--- config.mk ---
export PLATFORM = sky130hd
export DESIGN_NAME = karatsuba_issue_stage
export DESIGN_NICKNAME = d
export VERILOG_FILES = /design/src/rtl/karatsuba_pkg.sv /design/src/rtl/karatsuba_operand_fifo.sv /design/src/rtl/karatsuba_issue_stage.sv
export SDC_FILE = /design/constraint.sdc
export NUM_CORES = 1
export LEC_CHECK = 0
export ABC_AREA = 1
export BUFFER_PORTS_ARGS = -buffer_cell sky130_fd_sc_hd__buf_2
export CAP_MARGIN = 10
export CORE_ASPECT_RATIO = 0.5
export CORE_UTILIZATION = 55
export CTS_BUF_LIST = sky130_fd_sc_hd__clkbuf_4
export CTS_CLUSTER_DIAMETER = 40
export CTS_CLUSTER_SIZE = 24
export DETAILED_ROUTE_END_ITERATION = 10
export GPL_ROUTABILITY_DRIVEN = 1
export GPL_TIMING_DRIVEN = 0
export PLACE_DENSITY = 0.76
export SLEW_MARGIN = 15
export SYNTH_ARGS = -nofsm -noshare
export SYNTH_HDL_FRONTEND = slang
export SYNTH_SLANG_ARGS = --single-unit
--- constraint.sdc ---
create_clock -name clk -period 6.41 [get_ports clk]
set_input_delay 0.9615 -clock clk [delete_from_list [all_inputs] [get_ports clk]]
set_output_delay 0.9615 -clock clk [all_outputs]
set_load 0.02 [all_outputs]
--- src/rtl/karatsuba_pkg.sv ---
// Shared widths, defaults and FSM encoding for the Karatsuba multiplier issue stage.
package karatsuba_pkg;
    localparam int KW          = 32;
    localparam int KPW         = 2 * KW;
    localparam int KMUL_LAT    = 6;
    localparam int KFIFO_DEPTH = 4;

    typedef enum logic [2:0] {
        ST_IDLE,
        ST_CLR,
        ST_RUN,
        ST_CAPT,
        ST_OUT
    } issue_state_e;
endpackage

--- src/rtl/karatsuba_operand_fifo.sv ---
// Operand-pair FIFO: one extra pointer bit separates full from empty.
module karatsuba_operand_fifo
    import karatsuba_pkg::*;
#(
    parameter int DEPTH = KFIFO_DEPTH,
    parameter int DW    = KPW
) (
    input  logic          clk,
    input  logic          rst,
    input  logic          push_i,
    input  logic [DW-1:0] data_i,
    input  logic          pop_i,
    output logic [DW-1:0] data_o,
    output logic          full_o,
    output logic          empty_o
);
    localparam int AW = $clog2(DEPTH);

    logic [AW:0]   wrPtr_q;
    logic [AW:0]   rdPtr_q;
    logic [DW-1:0] mem_q [DEPTH];
    logic          pushOk;
    logic          popOk;

    assign full_o  = (wrPtr_q[AW] != rdPtr_q[AW]) && (wrPtr_q[AW-1:0] == rdPtr_q[AW-1:0]);
    assign empty_o = (wrPtr_q == rdPtr_q);
    assign pushOk  = push_i && !full_o;
    assign popOk   = pop_i && !empty_o;
    assign data_o  = mem_q[rdPtr_q[AW-1:0]];

    always_ff @(posedge clk or negedge rst) begin
        if (!rst) begin
            wrPtr_q <= '0;
            rdPtr_q <= '0;
        end else begin
            if (pushOk) wrPtr_q <= wrPtr_q + (AW+1)'(1);
            if (popOk)  rdPtr_q <= rdPtr_q + (AW+1)'(1);
        end
    end

    // Storage needs no reset: an entry is only read after it has been written.
    always_ff @(posedge clk) begin
        if (pushOk) mem_q[wrPtr_q[AW-1:0]] <= data_i;
    end
endmodule

--- src/rtl/karatsuba_issue_stage.sv ---
// Issue stage: queues operand pairs, sequences the multiplier's rst/enable run and holds the product.
module karatsuba_issue_stage
    import karatsuba_pkg::*;
#(
    parameter int W          = KW,
    parameter int FIFO_DEPTH = KFIFO_DEPTH,
    parameter int MUL_LAT    = KMUL_LAT
) (
    input  logic           clk,
    input  logic           rst,
    input  logic           in_valid,
    output logic           in_ready,
    input  logic [W-1:0]   in_a,
    input  logic [W-1:0]   in_b,
    output logic           mul_rst,
    output logic           mul_enable,
    output logic [W-1:0]   mul_a,
    output logic [W-1:0]   mul_b,
    input  logic [2*W-1:0] mul_c,
    output logic           res_valid,
    input  logic           res_ready,
    output logic [2*W-1:0] res_c
);
    localparam int CW = $clog2(MUL_LAT + 1);

    issue_state_e   state_q;
    logic [CW-1:0]  cnt_q;
    logic [CW-1:0]  cnt_d;
    logic [W-1:0]   mulA_q;
    logic [W-1:0]   mulB_q;
    logic [2*W-1:0] resC_q;
    logic           mulRst_q;
    logic           mulEnable_q;
    logic           resValid_q;

    logic           fifoFull;
    logic           fifoEmpty;
    logic           pop;
    logic [2*W-1:0] fifoHead;

    assign in_ready = !fifoFull;
    assign pop      = (state_q == ST_IDLE) && !fifoEmpty;
    assign cnt_d    = cnt_q + CW'(1);

    karatsuba_operand_fifo #(
        .DEPTH (FIFO_DEPTH),
        .DW    (2 * W)
    ) u_fifo (
        .clk     (clk),
        .rst     (rst),
        .push_i  (in_valid && !fifoFull),
        .data_i  ({in_a, in_b}),
        .pop_i   (pop),
        .data_o  (fifoHead),
        .full_o  (fifoFull),
        .empty_o (fifoEmpty)
    );

    // Outputs are registered alongside the state so each takes its value for the state being entered.
    always_ff @(posedge clk or negedge rst) begin
        if (!rst) begin
            state_q     <= ST_IDLE;
            cnt_q       <= '0;
            mulA_q      <= '0;
            mulB_q      <= '0;
            resC_q      <= '0;
            mulRst_q    <= 1'b1;
            mulEnable_q <= 1'b0;
            resValid_q  <= 1'b0;
        end else begin
            case (state_q)
                ST_IDLE: begin
                    if (pop) begin
                        mulA_q  <= fifoHead[2*W-1:W];
                        mulB_q  <= fifoHead[W-1:0];
                        state_q <= ST_CLR;
                    end
                end
                ST_CLR: begin
                    cnt_q       <= '0;
                    mulRst_q    <= 1'b0;
                    mulEnable_q <= 1'b1;
                    state_q     <= ST_RUN;
                end
                ST_RUN: begin
                    cnt_q <= cnt_d;
                    if (cnt_q == CW'(MUL_LAT - 1)) begin
                        mulEnable_q <= 1'b0;
                        state_q     <= ST_CAPT;
                    end
                end
                ST_CAPT: begin
                    resC_q     <= mul_c;
                    resValid_q <= 1'b1;
                    state_q    <= ST_OUT;
                end
                ST_OUT: begin
                    if (res_ready) begin
                        resValid_q <= 1'b0;
                        mulRst_q   <= 1'b1;
                        state_q    <= ST_IDLE;
                    end
                end
                default: begin
                    mulRst_q    <= 1'b1;
                    mulEnable_q <= 1'b0;
                    resValid_q  <= 1'b0;
                    state_q     <= ST_IDLE;
                end
            endcase
        end
    end

    assign mul_rst    = mulRst_q;
    assign mul_enable = mulEnable_q;
    assign mul_a      = mulA_q;
    assign mul_b      = mulB_q;
    assign res_valid  = resValid_q;
    assign res_c      = resC_q;
endmodule

==> impl_metrics.env, run 1 <==
export IMPL_io_pins=264
export IMPL_crit_fanout=6
export IMPL_drv_cap=0
export IMPL_gp_congestion=0.830
export IMPL_nNetsFinal=1915
export IMPL_vdd_drop_max_mv=0.316
export IMPL_synth_warnings=0
export IMPL_fillCellCount=2153
export IMPL_area_growth_pct=16.8
export IMPL_dpl_hpwl_mm=24.6
export IMPL_required_ps=5450
export IMPL_synth_nets=1604
export IMPL_post_cts_setup_buffers=0
export IMPL_cts_buffer_depth=3
export IMPL_synthTopCellsByCount="nand2_1 (613), edfxtp_1 (256), dfrtp_1 (142), nor2_1 (137), nand3_1 (77)"
export IMPL_clock_latency_ps=730
export IMPL_grt_pass1_wl_mm=55.2
export IMPL_core_sq_um=28200
export IMPL_ys_seq_area_share_pct=69.8
export IMPL_tightest_slew_ps=797
export IMPL_worst_hold_slack_ps=205
export IMPL_initial_core_util_pct=57.1
export IMPL_power_density_nw_per_um2=504
export IMPL_numCtsBuffers=35
export IMPL_yosysUniqueCellTypes=28
export IMPL_avgSynthCellArea_sq_um=11.0
export IMPL_async_reset_ff_share_pct=35.8
export IMPL_synth_ff_type="edfxtp_1"
export IMPL_synthTopCellsByArea="edfxtp_1 (48%), dfrtp_1 (22%), nand2_1 (14%)"
export IMPL_worst_ep_arrival_time_ps=2040
export IMPL_vias=10900
export IMPL_antenna_found_initial=2
export IMPL_period_share_pct=46.8
export IMPL_synth_top_cell_area_share_pct=47.7
export IMPL_cts_resized=0
export IMPL_final_cells=2187
export IMPL_synth_edff_count=256
export IMPL_drtIter0Drc=802
export IMPL_yosysMostFrequentCell="nand2_1"
export IMPL_grt_pass1_vias=10200
export IMPL_synth_area_sq_um=16100
export IMPL_status="complete, no violations"
export IMPL_total_power_uw=9490
export IMPL_cts_tree="built"
export IMPL_setup_viol=0
export IMPL_synth_cells=1465
export IMPL_criticalPathCategory="reg -> out"
export IMPL_period_minus_slack_ps=3000
export IMPL_timing_fmax_mhz=333
export IMPL_portBuffers=263
export IMPL_hold_viol=0
export IMPL_post_place_cells=2121
export IMPL_drc=0
export IMPL_hold_buffers=0
export IMPL_totalWireLength_mm=36.2
export IMPL_first_pass_iters=7
export IMPL_rows=43
export IMPL_via_per_inst=4.98
export IMPL_slew_violations=0
export IMPL_power_leakage_uw=0.00883
export IMPL_tns_ps=0
export IMPL_cts_clk_slew_worst_paths_ps=170
export IMPL_grt_max_degree=82
export IMPL_grt_setup_unrepaired="no"
export IMPL_grt_overflow=0
export IMPL_min_path_type="in -> async"
export IMPL_yosysTopAreaCell="edfxtp_1"
export IMPL_grt_usage_pct=24.2
export IMPL_startpoint_type="flip-flop"
export IMPL_skew_ps=55.3
export IMPL_die_h_microns=123
export IMPL_crit_path_end_kind="output port"
export IMPL_relSlewSlack_pct=46.7
export IMPL_dieArea_sq_um=30100
export IMPL_die_w_microns=244
export IMPL_clockRootBuffer="clkbuf_4"
export IMPL_clock_sinks=399
export IMPL_layout_drive_gt1_share_pct=25.9
export IMPL_htreeDepth=2
export IMPL_wl_per_cell_microns=16.5
export IMPL_ant_nets=0
export IMPL_ys_seq_elements=399
## kinds of logic after synthesis
| kind of cell | count (synthesis) | share of synthesized area, % |
|---|---|---|
| buffers and inverters | 154 | 4.38 |
| DFF | 399 | 69.8 |
| adders and majority gates | 7 | 0.543 |
| muxes | 64 | 4.70 |
| and+or+nand+nor | 832 | 20.2 |
| AOI/OAI and AO/OA | 6 | 0.217 |
| xor gates and xnor gates | 3 | 0.163 |
## area by class of cell
class	count	area, sq um	area share [%]
sequential	399	11300	59.8
multi-input combinational	912	4190	22.2
timing repair buffer	274	1580	8.37
tap	382	478	2.54
buffer	72	399	2.12
clock buffer	41	308	1.63
clock inverter	22	308	1.63
inverter	82	308	1.63
antenna	3	7.51	0.0398
## layer usage
metal	vias up	routed length (microns)	part of all wire [%]	GRT usage [%]
met1	5168	14900	41	30.9
li1	5349	-	-	-
met3	42	2240	6.2	4.30
met2	338	18500	51	43.1
met5	-	0	0	0
met4	0	492	1.4	6.45
## worst paths after layout
kind                                        start             endpoint  slack (ps)  cells past startpoint
worst max-delay path            u_fifo.wrPtr_q[1]             in_ready        3410                      5
worst min-delay path                          rst            res_c[36]         210                      1
worst max register to register  u_fifo.wrPtr_q[1]  u_fifo.mem_q[0][56]        3670                      7
worst min register to register          mul_b[31]            mul_b[31]         480                      2
max in group asynchronous                     rst            mul_b[15]        5430                      2
min in group clk                         in_b[19]  u_fifo.mem_q[1][19]         420                      1
## sequential cells by signal, summed over array words and instances (netlist names), 3 cells and up
register        cells
u_fifo.rdPtr_q      3
cnt_q               3
mul_a              32
u_fifo.wrPtr_q      3
res_c              64
mul_b              32
u_fifo.mem_q      256
state_q             3
## stage by stage
step / area [sq um] / setup slack, ps / utilization (%)
2_1_floorplan: 16100 / 2040 / -
3_3_place_gp: 17900 / -287 / 63.5
3_5_place_dp: 18200 / 3700 / 64.5
4_1_cts: 18800 / 3390 / 66.7
5_1_grt: 18800 / 3300 / 66.7
6_report: 18800 / 3410 / 66.7
## cell usage in the layout, fill, tap and decap left out
master / count
nand3_4: 1
a21o_1: 1
buf_16: 4
xnor2_1: 1
mux2_2: 48
clkinv_4: 4
o21ai_0: 2
inv_2: 6
ha_1: 7
nand2_2: 2
a31oi_1: 1
buf_2: 305
bufinv_16: 5
mux2_1: 6
nand2_1: 613
clkbuf_1: 11
a21oi_1: 1
buf_4: 6
nor2_4: 5
buf_6: 7
buf_1: 5
edfxtp_1: 256
clkinvlp_4: 2
clkinvlp_2: 2
o22ai_1: 1
dfrtp_1: 142
inv_1: 76
nand3_2: 1
nor2_1: 133
xor2_1: 2
diode_2: 3
clkinv_2: 1
buf_8: 1
clkbuf_4: 41
inv_6: 5
mux2_4: 10
nand3_1: 77
dfstp_2: 1
buf_12: 7
clkinv_8: 3
## worst max-delay path, stage by stage, from the launching register on
cell	delay, ps
dfrtp_1	510
inv_1	160
nand2_1	90
nand2_1	120
nand3_1	200
buf_2	230
## power by group
part           switching, uW  internal, uW
combinational           2770          1430
sequential               298          3570
clock                    868           551
No activity file was read; power rests on OpenSTA's default activity.
==> run 2: changes to the inputs <==
==> constraint.sdc (replaced) <==
create_clock -name clk -period 2.8 [get_ports clk]
set_input_delay 0.42 -clock clk [delete_from_list [all_inputs] [get_ports clk]]
set_output_delay 0.42 -clock clk [all_outputs]
set_load 0.02 [all_outputs]
==> impl_metrics.env, run 2 (synthesis results as in run 1) <==
export IMPL_nNetsFinal=2046
export IMPL_tightest_slew_ps=784
export IMPL_largest_reg_flops=256
export IMPL_dpl_hpwl_mm=23.8
export IMPL_startpoint_type="flip-flop"
export IMPL_cp_num_buf_inv=2
export IMPL_grt_overflow=0
export IMPL_rows=43
export IMPL_clockRootBuffer="clkbuf_4"
export IMPL_grt_pass1_wl_mm=58.6
export IMPL_gp_congestion=0.813
export IMPL_cts_tree="built"
export IMPL_totalWireLength_mm=38.0
export IMPL_period_minus_slack_ps=2500
export IMPL_status="complete, no violations"
export IMPL_relSlewSlack_pct=47.6
export IMPL_criticalPathCategory="reg -> reg"
export IMPL_wl_per_cell_microns=16.4
export IMPL_rr_worst_depth=7
export IMPL_path_depth=7
export IMPL_clock_sinks=399
export IMPL_timing_fmax_mhz=401
export IMPL_initial_core_util_pct=57.1
export IMPL_drv_cap=0
export IMPL_drtIter0Drc=612
export IMPL_worst_slack_ps=305
export IMPL_cts_clk_slew_worst_paths_ps=170
export IMPL_fillCellCount=1994
export IMPL_power_density_nw_per_um2=1080
export IMPL_crit_fanout=23
export IMPL_grt_usage_pct=25.4
export IMPL_vias=11400
export IMPL_worst_ep_arrival_time_ps=2900
export IMPL_grt_max_degree=76
export IMPL_final_common_cell="nand2_1"
export IMPL_die_h_microns=123
export IMPL_crit_path_end_kind="flip-flop"
export IMPL_first_pass_iters=7
export IMPL_drc=0
export IMPL_numCtsBuffers=34
export IMPL_final_cells=2319
export IMPL_core_sq_um=28200
export IMPL_min_path_type="in -> async"
export IMPL_vdd_drop_max_mv=0.602
export IMPL_worst_path_largest_cell_delay_ps=660
export IMPL_area_growth_pct=24.3
export IMPL_reg2reg_slack_ps=300
export IMPL_cts_buffer_depth=3
export IMPL_layout_drive_gt1_share_pct=24.1
export IMPL_dieArea_sq_um=30100
export IMPL_period_share_pct=89.1
export IMPL_endpoint="u_fifo.mem_q[2][18]"
export IMPL_post_place_cells=2121
export IMPL_ant_nets=0
export IMPL_die_w_microns=244
export IMPL_pre_cts_slack_ps=214
export IMPL_grt_pass1_vias=11000
export IMPL_final_cell_mix="nand2_1 (612), buf_2 (305), edfxtp_1 (256)"
export IMPL_timing_rr_start="u_fifo.wrPtr_q[1]"
export IMPL_htreeDepth=2
export IMPL_hold_viol=0
export IMPL_antenna_found_initial=4
export IMPL_skew_ps=45.6
export IMPL_slowest_stage="nor2_4"
export IMPL_worst_hold_slack_ps=269
export IMPL_grt_setup_unrepaired="no"
export IMPL_io_pins=264
export IMPL_clock_latency_ps=710
export IMPL_portBuffers=263
export IMPL_rr_endpoint="u_fifo.mem_q[2][18]"
export IMPL_tns_ps=0
export IMPL_crit_path_start="u_fifo.wrPtr_q[1]"
export IMPL_slew_violations=0
export IMPL_via_per_inst=4.94
export IMPL_worstPathCellList="inv_1 -> nand2_1 -> nand2_1 -> nand3_1 -> nand2_2 -> nor2_4 -> buf_12"
export IMPL_required_ps=3200
export IMPL_setup_viol=0
export IMPL_power_leakage_uw=0.00934
export IMPL_crit_top_cell="nand2_1"
export IMPL_crit_family="simple AND/OR/NAND/NOR gates"
[run 2: cell count changes in the layout (fill, tap and decap cells not counted), moves of 2 or more]
cell and change:
bufinv_16 -4, clkinv_1 +3, clkinv_4 -2, dlygate4sd3_1 +131, inv_8 +2
[run 2: metrics by stage]
| step | power [uW] | area, sq um | utilization (%) |
|---|---|---|---|
| after floorplan | 15400 | 16100 | - |
| after global placement | 18300 | 17900 | 63.5 |
| after detailed placement | 18700 | 18200 | 64.5 |
| after CTS | 21600 | 20000 | 70.9 |
| after global routing | 23100 | 20100 | 71.0 |
| final | 21600 | 20100 | 71.0 |
[run 2: repair_timing]
item / 4_1_cts / 5_1_grt
hold buffers: 131 / 0
setup buffers: 0 / 1
endpoints found under the hold margin: 392 / 0
setup endpoints to repair: 0 / 33
gates resized for setup: 0 / 1
[run 2: worst min-delay path by stage]
stage	slack (ps)	end	cells after the start	from
2_1_floorplan	120	cnt_q[0]	0	rst
3_3_place_gp	450	mul_a[7]	2	mul_a[7]
3_5_place_dp	410	res_c[41]	1	rst
4_1_cts	180	res_c[41]	2	rst
5_1_grt	230	res_c[41]	2	rst
6_report	270	res_c[41]	2	rst
[run 2: per-layer routing]
| metal | routed length, microns | vias up | GRT usage, % | part of all wire, % |
|---|---|---|---|---|
| met5 | 0 | - | 0 | 0 |
| met3 | 2410 | 55 | 4.41 | 6.3 |
| li1 | - | 5616 | - | - |
| met2 | 19400 | 377 | 45.1 | 51 |
| met1 | 15600 | 5401 | 32.8 | 41 |
| met4 | 597 | 0 | 6.84 | 1.6 |
[run 2: where the power goes]
group | switching (uW) | total [uW] | internal [uW]
registers | 720 | 8890 | 8170
logic | 6430 | 9850 | 3420
clock network | 1980 | 2870 | 891
total | 9130 | 21600 | 12500
[run 2: layout make-up]
cell class / instances / area, sq um / area share [%]
Timing Repair Buffer: 406 / 2900 / 14.5
Buffer: 72 / 399 / 1.99
Sequential cell: 399 / 11300 / 56.2
Antenna cell: 4 / 10.0 / 0.0499
Inverter: 82 / 308 / 1.53
Multi-Input combinational cell: 912 / 4190 / 20.9
Tap cell: 382 / 478 / 2.38
Clock buffer: 41 / 308 / 1.53
Clock inverter: 21 / 195 / 0.973
[run 2: worst register-to-register path: cells and delay by family (launching register included)]
family | cells | cell delay, ps
DFF | 1 | 480
buffers and inverters | 2 | 410
and+or+nand+nor | 5 | 1300
